<file path="config.mk">
export PLATFORM = sky130hd
export DESIGN_NAME = decim_avg
export DESIGN_NICKNAME = d
export VERILOG_FILES = /design/src/rtl/decim_avg.sv
export SDC_FILE = /design/constraint.sdc
export NUM_CORES = 1
export LEC_CHECK = 0
export ABC_AREA = 0
export CAP_MARGIN = 20
export CORE_UTILIZATION = 55
export CTS_CLUSTER_DIAMETER = 100
export DETAILED_ROUTE_END_ITERATION = 7
export DONT_BUFFER_PORTS = 1
export PLACE_DENSITY_LB_ADDON = 0.25
export SETUP_SLACK_MARGIN = 0.02
export SYNTH_ARGS = -nofsm -noshare
export SYNTH_HDL_FRONTEND = slang
export SYNTH_HIERARCHICAL = 1
export SYNTH_SLANG_ARGS = --single-unit
</file>
<file path="constraint.sdc">
create_clock -name clk_i -period 5.95 [get_ports clk_i]
set_input_delay 0.595 -clock clk_i [delete_from_list [all_inputs] [get_ports clk_i]]
set_output_delay 0.595 -clock clk_i [all_outputs]
set_load 0.05 [all_outputs]
</file>
<file path="src/rtl/decim_avg.sv">
// Block averager: sums DECIM signed samples, emits floor(sum/DECIM) into a 2-deep FIFO.
// Result visible one cycle after the last sample; full FIFO with no pop drops the result and sets overflow.
module fifo #(
  parameter int W     = 16,
  parameter int DEPTH = 2,
  parameter int AW    = 1
) (
  input  logic         clk_i,
  input  logic         reset_ni,
  input  logic         flush_i,
  input  logic         push_i,
  input  logic [W-1:0] push_dat_i,
  input  logic         pop_i,
  output logic [W-1:0] head_dat_o,
  output logic         vld_o,
  output logic         full_o
);
  localparam logic [AW:0]   CNT_FULL = (AW+1)'(DEPTH);
  localparam logic [AW:0]   CNT_ONE  = (AW+1)'(1);
  localparam logic [AW-1:0] PTR_ONE  = AW'(1);

  logic [W-1:0]  mem_q [DEPTH];
  logic [W-1:0]  mem_d [DEPTH];
  logic [AW-1:0] wr_q, wr_d, rd_q, rd_d;
  logic [AW:0]   cnt_q, cnt_d;
  logic          do_push, do_pop;

  always_comb begin
    mem_d   = mem_q;
    wr_d    = wr_q;
    rd_d    = rd_q;
    cnt_d   = cnt_q;
    do_pop  = pop_i && (cnt_q != '0);
    // A full FIFO still accepts a push when the head leaves on the same edge.
    do_push = push_i && ((cnt_q != CNT_FULL) || do_pop);
    if (flush_i) begin
      wr_d  = '0;
      rd_d  = '0;
      cnt_d = '0;
    end else begin
      if (do_push) begin
        mem_d[wr_q] = push_dat_i;
        wr_d        = wr_q + PTR_ONE;
      end
      if (do_pop) rd_d = rd_q + PTR_ONE;
      case ({do_push, do_pop})
        2'b10:   cnt_d = cnt_q + CNT_ONE;
        2'b01:   cnt_d = cnt_q - CNT_ONE;
        default: cnt_d = cnt_q;
      endcase
    end
  end

  always_ff @(posedge clk_i or negedge reset_ni) begin
    if (!reset_ni) begin
      for (int i = 0; i < DEPTH; i++) mem_q[i] <= '0;
      wr_q  <= '0;
      rd_q  <= '0;
      cnt_q <= '0;
    end else begin
      mem_q <= mem_d;
      wr_q  <= wr_d;
      rd_q  <= rd_d;
      cnt_q <= cnt_d;
    end
  end

  assign head_dat_o = mem_q[rd_q];
  assign vld_o      = (cnt_q != '0);
  assign full_o     = (cnt_q == CNT_FULL);
endmodule

module decim_avg #(
  parameter int DECIM      = 8,
  parameter int LOG2_DECIM = 3
) (
  input  logic               clk_i,
  input  logic               reset_ni,
  input  logic signed [15:0] data_i,
  input  logic               en_i,
  input  logic               clear_i,
  output logic signed [15:0] data_o,
  output logic               valid_o,
  input  logic               ready_i,
  output logic               overflow_o
);
  localparam int                    ACC_W    = 16 + LOG2_DECIM;
  localparam logic [LOG2_DECIM-1:0] CNT_LAST = LOG2_DECIM'(DECIM - 1);
  localparam logic [LOG2_DECIM-1:0] CNT_ONE  = LOG2_DECIM'(1);

  logic signed [ACC_W-1:0]  acc_q, acc_d, sum;
  logic [LOG2_DECIM-1:0]    cnt_q, cnt_d;
  logic                     ovf_q, ovf_d;
  logic                     last, push, pop, full, head_vld;
  logic [15:0]              head_dat, result;

  always_comb begin
    sum    = acc_q + {{LOG2_DECIM{data_i[15]}}, data_i};
    // Top 16 bits of the sum are the arithmetic shift by LOG2_DECIM (floor).
    result = sum[ACC_W-1 -: 16];
    last   = en_i && (cnt_q == CNT_LAST);
    push   = last && !clear_i;
    pop    = head_vld && ready_i && !clear_i;
    acc_d  = acc_q;
    cnt_d  = cnt_q;
    ovf_d  = ovf_q;
    if (clear_i) begin
      acc_d = '0;
      cnt_d = '0;
      ovf_d = 1'b0;
    end else if (en_i) begin
      if (last) begin
        acc_d = '0;
        cnt_d = '0;
        if (full && !pop) ovf_d = 1'b1;
      end else begin
        acc_d = sum;
        cnt_d = cnt_q + CNT_ONE;
      end
    end
  end

  always_ff @(posedge clk_i or negedge reset_ni) begin
    if (!reset_ni) begin
      acc_q <= '0;
      cnt_q <= '0;
      ovf_q <= 1'b0;
    end else begin
      acc_q <= acc_d;
      cnt_q <= cnt_d;
      ovf_q <= ovf_d;
    end
  end

  fifo #(.W(16), .DEPTH(2), .AW(1)) u_out_fifo (
    .clk_i      (clk_i),
    .reset_ni   (reset_ni),
    .flush_i    (clear_i),
    .push_i     (push),
    .push_dat_i (result),
    .pop_i      (pop),
    .head_dat_o (head_dat),
    .vld_o      (head_vld),
    .full_o     (full)
  );

  assign valid_o    = head_vld;
  assign data_o     = head_vld ? head_dat : '0;
  assign overflow_o = ovf_q;
endmodule

</file>
==> impl_metrics.tcl <==
set metrics [dict create \
    htreeDepth 3 \
    synthArstFlopShare_pct 100 \
    vias 2614 \
    syn-cell-area_um2 3740 \
    clk_latency_ns 0.34 \
    cts-resized-gates 0 \
    reg2reg_depth 6 \
    finalNonFillerCells 421 \
    maxCapViolations 0 \
    ys_seq_area_share_pct 39.5 \
    antenna_left 0 \
    avgSynthCellArea_um2 11.0 \
    cts_setup_buffers 0 \
    slowest_delay_ns 0.92 \
    die_h_um 84.5 \
    worstMarginPinSlew_ns 0.935 \
    irDropWorstVdd_uv 182 \
    path_class "flip-flop to flip-flop" \
    drt-initial-drc-count 161 \
    dr.pass1.iters 8 \
    cp-start-kind "flip-flop" \
    cts_made_buffers 9 \
    synthDistinctLibCells 69 \
    rrSetupSlack_ns 2.91 \
    area_growth_pct 6.32 \
    nNetsFinal 381 \
    power_density_nw_per_um2 282 \
    crit_path_start "u_out_fifo/cnt_q[0]$_DFFE_PN0P_" \
    yosysMostFrequentCell "dfrtp_1" \
    relSlewSlack_pct 37.7 \
    antenna_cells 0 \
    gp_congestion 0.811 \
    netlist_instances 340 \
    path_max_fanout 19 \
    cts_root_buffer "clkbuf_8" \
    synth-edff-count 0 \
    antenna_found_initial 0 \
    drc_errors 6 \
    place_ws_ns 2.92 \
    crit_family "simple AND/OR/NAND/NOR gates" \
    drive_gt1_share_pct 25.3 \
    reg2reg_from "u_out_fifo/cnt_q[0]$_DFFE_PN0P_" \
    synth-main-ff-cell "dfrtp_1" \
    worst_r2r_endpoint "u_out_fifo/mem_q[29]$_DFFE_PN0P_" \
    endpoint_kind "flip-flop" \
    initial_core_util_pct 57.9 \
    overflow 0 \
    vias_per_cell 6.21 \
    critical_path.slowest_cell "or4b_1" \
    ys_top_cells_by_area "dfrtp_1 (39%), mux2_2 (12%), ha_1 (6.7%)" \
    wl_per_cell_um 18.4 \
    synth_commonest_cells "dfrtp_1 (59), mux2_2 (39), ha_1 (20), nand2_1 (20), a21oi_1 (18)" \
    std_cell_rows 29 \
    required_ns 6.17 \
    clock_sinks 59 \
    dp_hpwl_um 5480 \
    coreArea_um2 6460 \
    rsz0062_at_grt "false" \
    grt_max_degree 60 \
    report.final.slew_viol_count 0 \
    violations "design-rule violations" \
    dp.cells 404 \
    grt_pass1_vias 2561 \
    clock_skew_ns 0.0107 \
    setup_slack_ns 2.91 \
    io_buffers 0 \
    cp.arrival_ns 3.26 \
    max_freq_ghz 0.329 \
    path_cells "or2_2, nand2_1, nor2_1, nor3b_2, or4b_1, mux2_4" \
    timing.final.crit_period_ns 3.04 \
    fin_util_pct 61.6 \
    cts-hold-fix-buffers 1 \
    cts_buffer_depth 2 \
    finalSetupViolCount 0 \
    crit_cells 6 \
    synthesis.nets 382 \
    status "finished with violations" \
    p_leak_nw 1.93 \
    grt_pass1_wl_um 12900 \
    die_w_um 84.5 \
    ys_warn_count 6 \
    dieArea_um2 7140 \
    io_pins 39 \
    finalCritPeriodShare_pct 51.1 \
    cts_tree "done" \
    clk_pin_slew_ns 0.07 \
    critPathBufInv 0 \
    yosysTopAreaCellShare_pct 39.5 \
    grt_util_all_layers_pct 23.5 \
    hold_viol_final 0 \
    yosys.area.top_type "dfrtp_1" \
    routed_wl_um 7760 \
    timing.setup.tns_ns 0 \
    yosys_register_bits 59 \
    min_path_type "input port to async pin" \
]
## state kept, by name, indices dropped and copies added (netlist names)
signal	count
u_out_fifo/mem_q	32
acc_q	19
cnt_q	3
u_out_fifo/cnt_q	2
overflow_o	1
u_out_fifo/rd_q	1
u_out_fifo/wr_q	1
## routing by layer
layer	share of wire [%]	track usage, %	vias to the layer above	wire [um]
li1	-	-	1258	-
met1	45	31.0	1275	3490
met2	48	36.6	65	3700
met3	5.3	6.59	16	410
met4	2.1	9.71	0	161
met5	0	0	-	0
## cell families after synthesis
logic type               after synthesis  share of synthesized area, %
AO/OA/AOI/OAI                         84                          16.3
adder cells (fa/ha/maj)               21                          7.22
buffers and inverters                 21                          3.04
multiplexers                          50                          15.9
AND/OR/NAND/NOR                       88                          13.7
XOR/XNOR                              17                          4.38
flip-flops                            59                          39.5
## worst register-to-register path, cell delays in order, from the launching register on
cell	delay, ns
dfrtp_1	0.45
or2_2	0.50
nand2_1	0.13
nor2_1	0.35
nor3b_2	0.11
or4b_1	0.92
mux2_4	0.45
## worst max path at each step
| stage | to | slack, ns |
|---|---|---|
| after floorplan | u_out_fifo/mem_q[29]$_DFFE_PN0P_ | 3.30 |
| after global placement | u_out_fifo/mem_q[30]$_DFFE_PN0P_ | 3.09 |
| after detailed placement | u_out_fifo/mem_q[29]$_DFFE_PN0P_ | 2.92 |
| after CTS | u_out_fifo/mem_q[29]$_DFFE_PN0P_ | 2.90 |
| after global routing | u_out_fifo/mem_q[31]$_DFFE_PN0P_ | 2.73 |
| final | u_out_fifo/mem_q[29]$_DFFE_PN0P_ | 2.91 |
## power breakdown
part,switching [mW],internal (mW)
Combinational,0.192,0.134
Sequential,0.0170,0.427
Clock,0.162,0.192
## layout make-up
| class | count | area (um^2) |
|---|---|---|
| flip-flops and latches | 59 | 1480 |
| multi-input cells | 260 | 2150 |
| clock inverters | 5 | 53.8 |
| repair buffers | 4 | 50.0 |
| inverters | 5 | 18.8 |
| well taps | 77 | 96.3 |
| fillers | 517 | 2480 |
| clock buffers | 11 | 131 |
## cells in the final DEF, fill, tap and decap left out, drive strengths merged, types with 3 or more instances in the layout
cell,instances
a21o,5
a21oi,21
a22o,14
a31oi,5
and2,18
and3,3
buf,4
clkbuf,11
clkinv,4
dfrtp,59
ha,20
inv,5
mux2,48
nand2,20
nand2b,4
nand3,8
nand4,4
nor2,10
nor2b,3
nor3,4
o211ai,6
o21ai,16
xnor2,10
xor2,7
## stage by stage
stage | cell area (um^2) | hold WS, ns | power, mW
final | 3980 | 0.114 | 1.12
after global placement | 3760 | 0.301 | 0.759
after detailed placement | 3760 | 0.301 | 0.765
after floorplan | 3740 | 0.299 | 0.704
after CTS | 3980 | 0.126 | 1.13
after global routing | 3980 | 0.123 | 1.19
No activity file was read; power rests on OpenSTA's default activity.
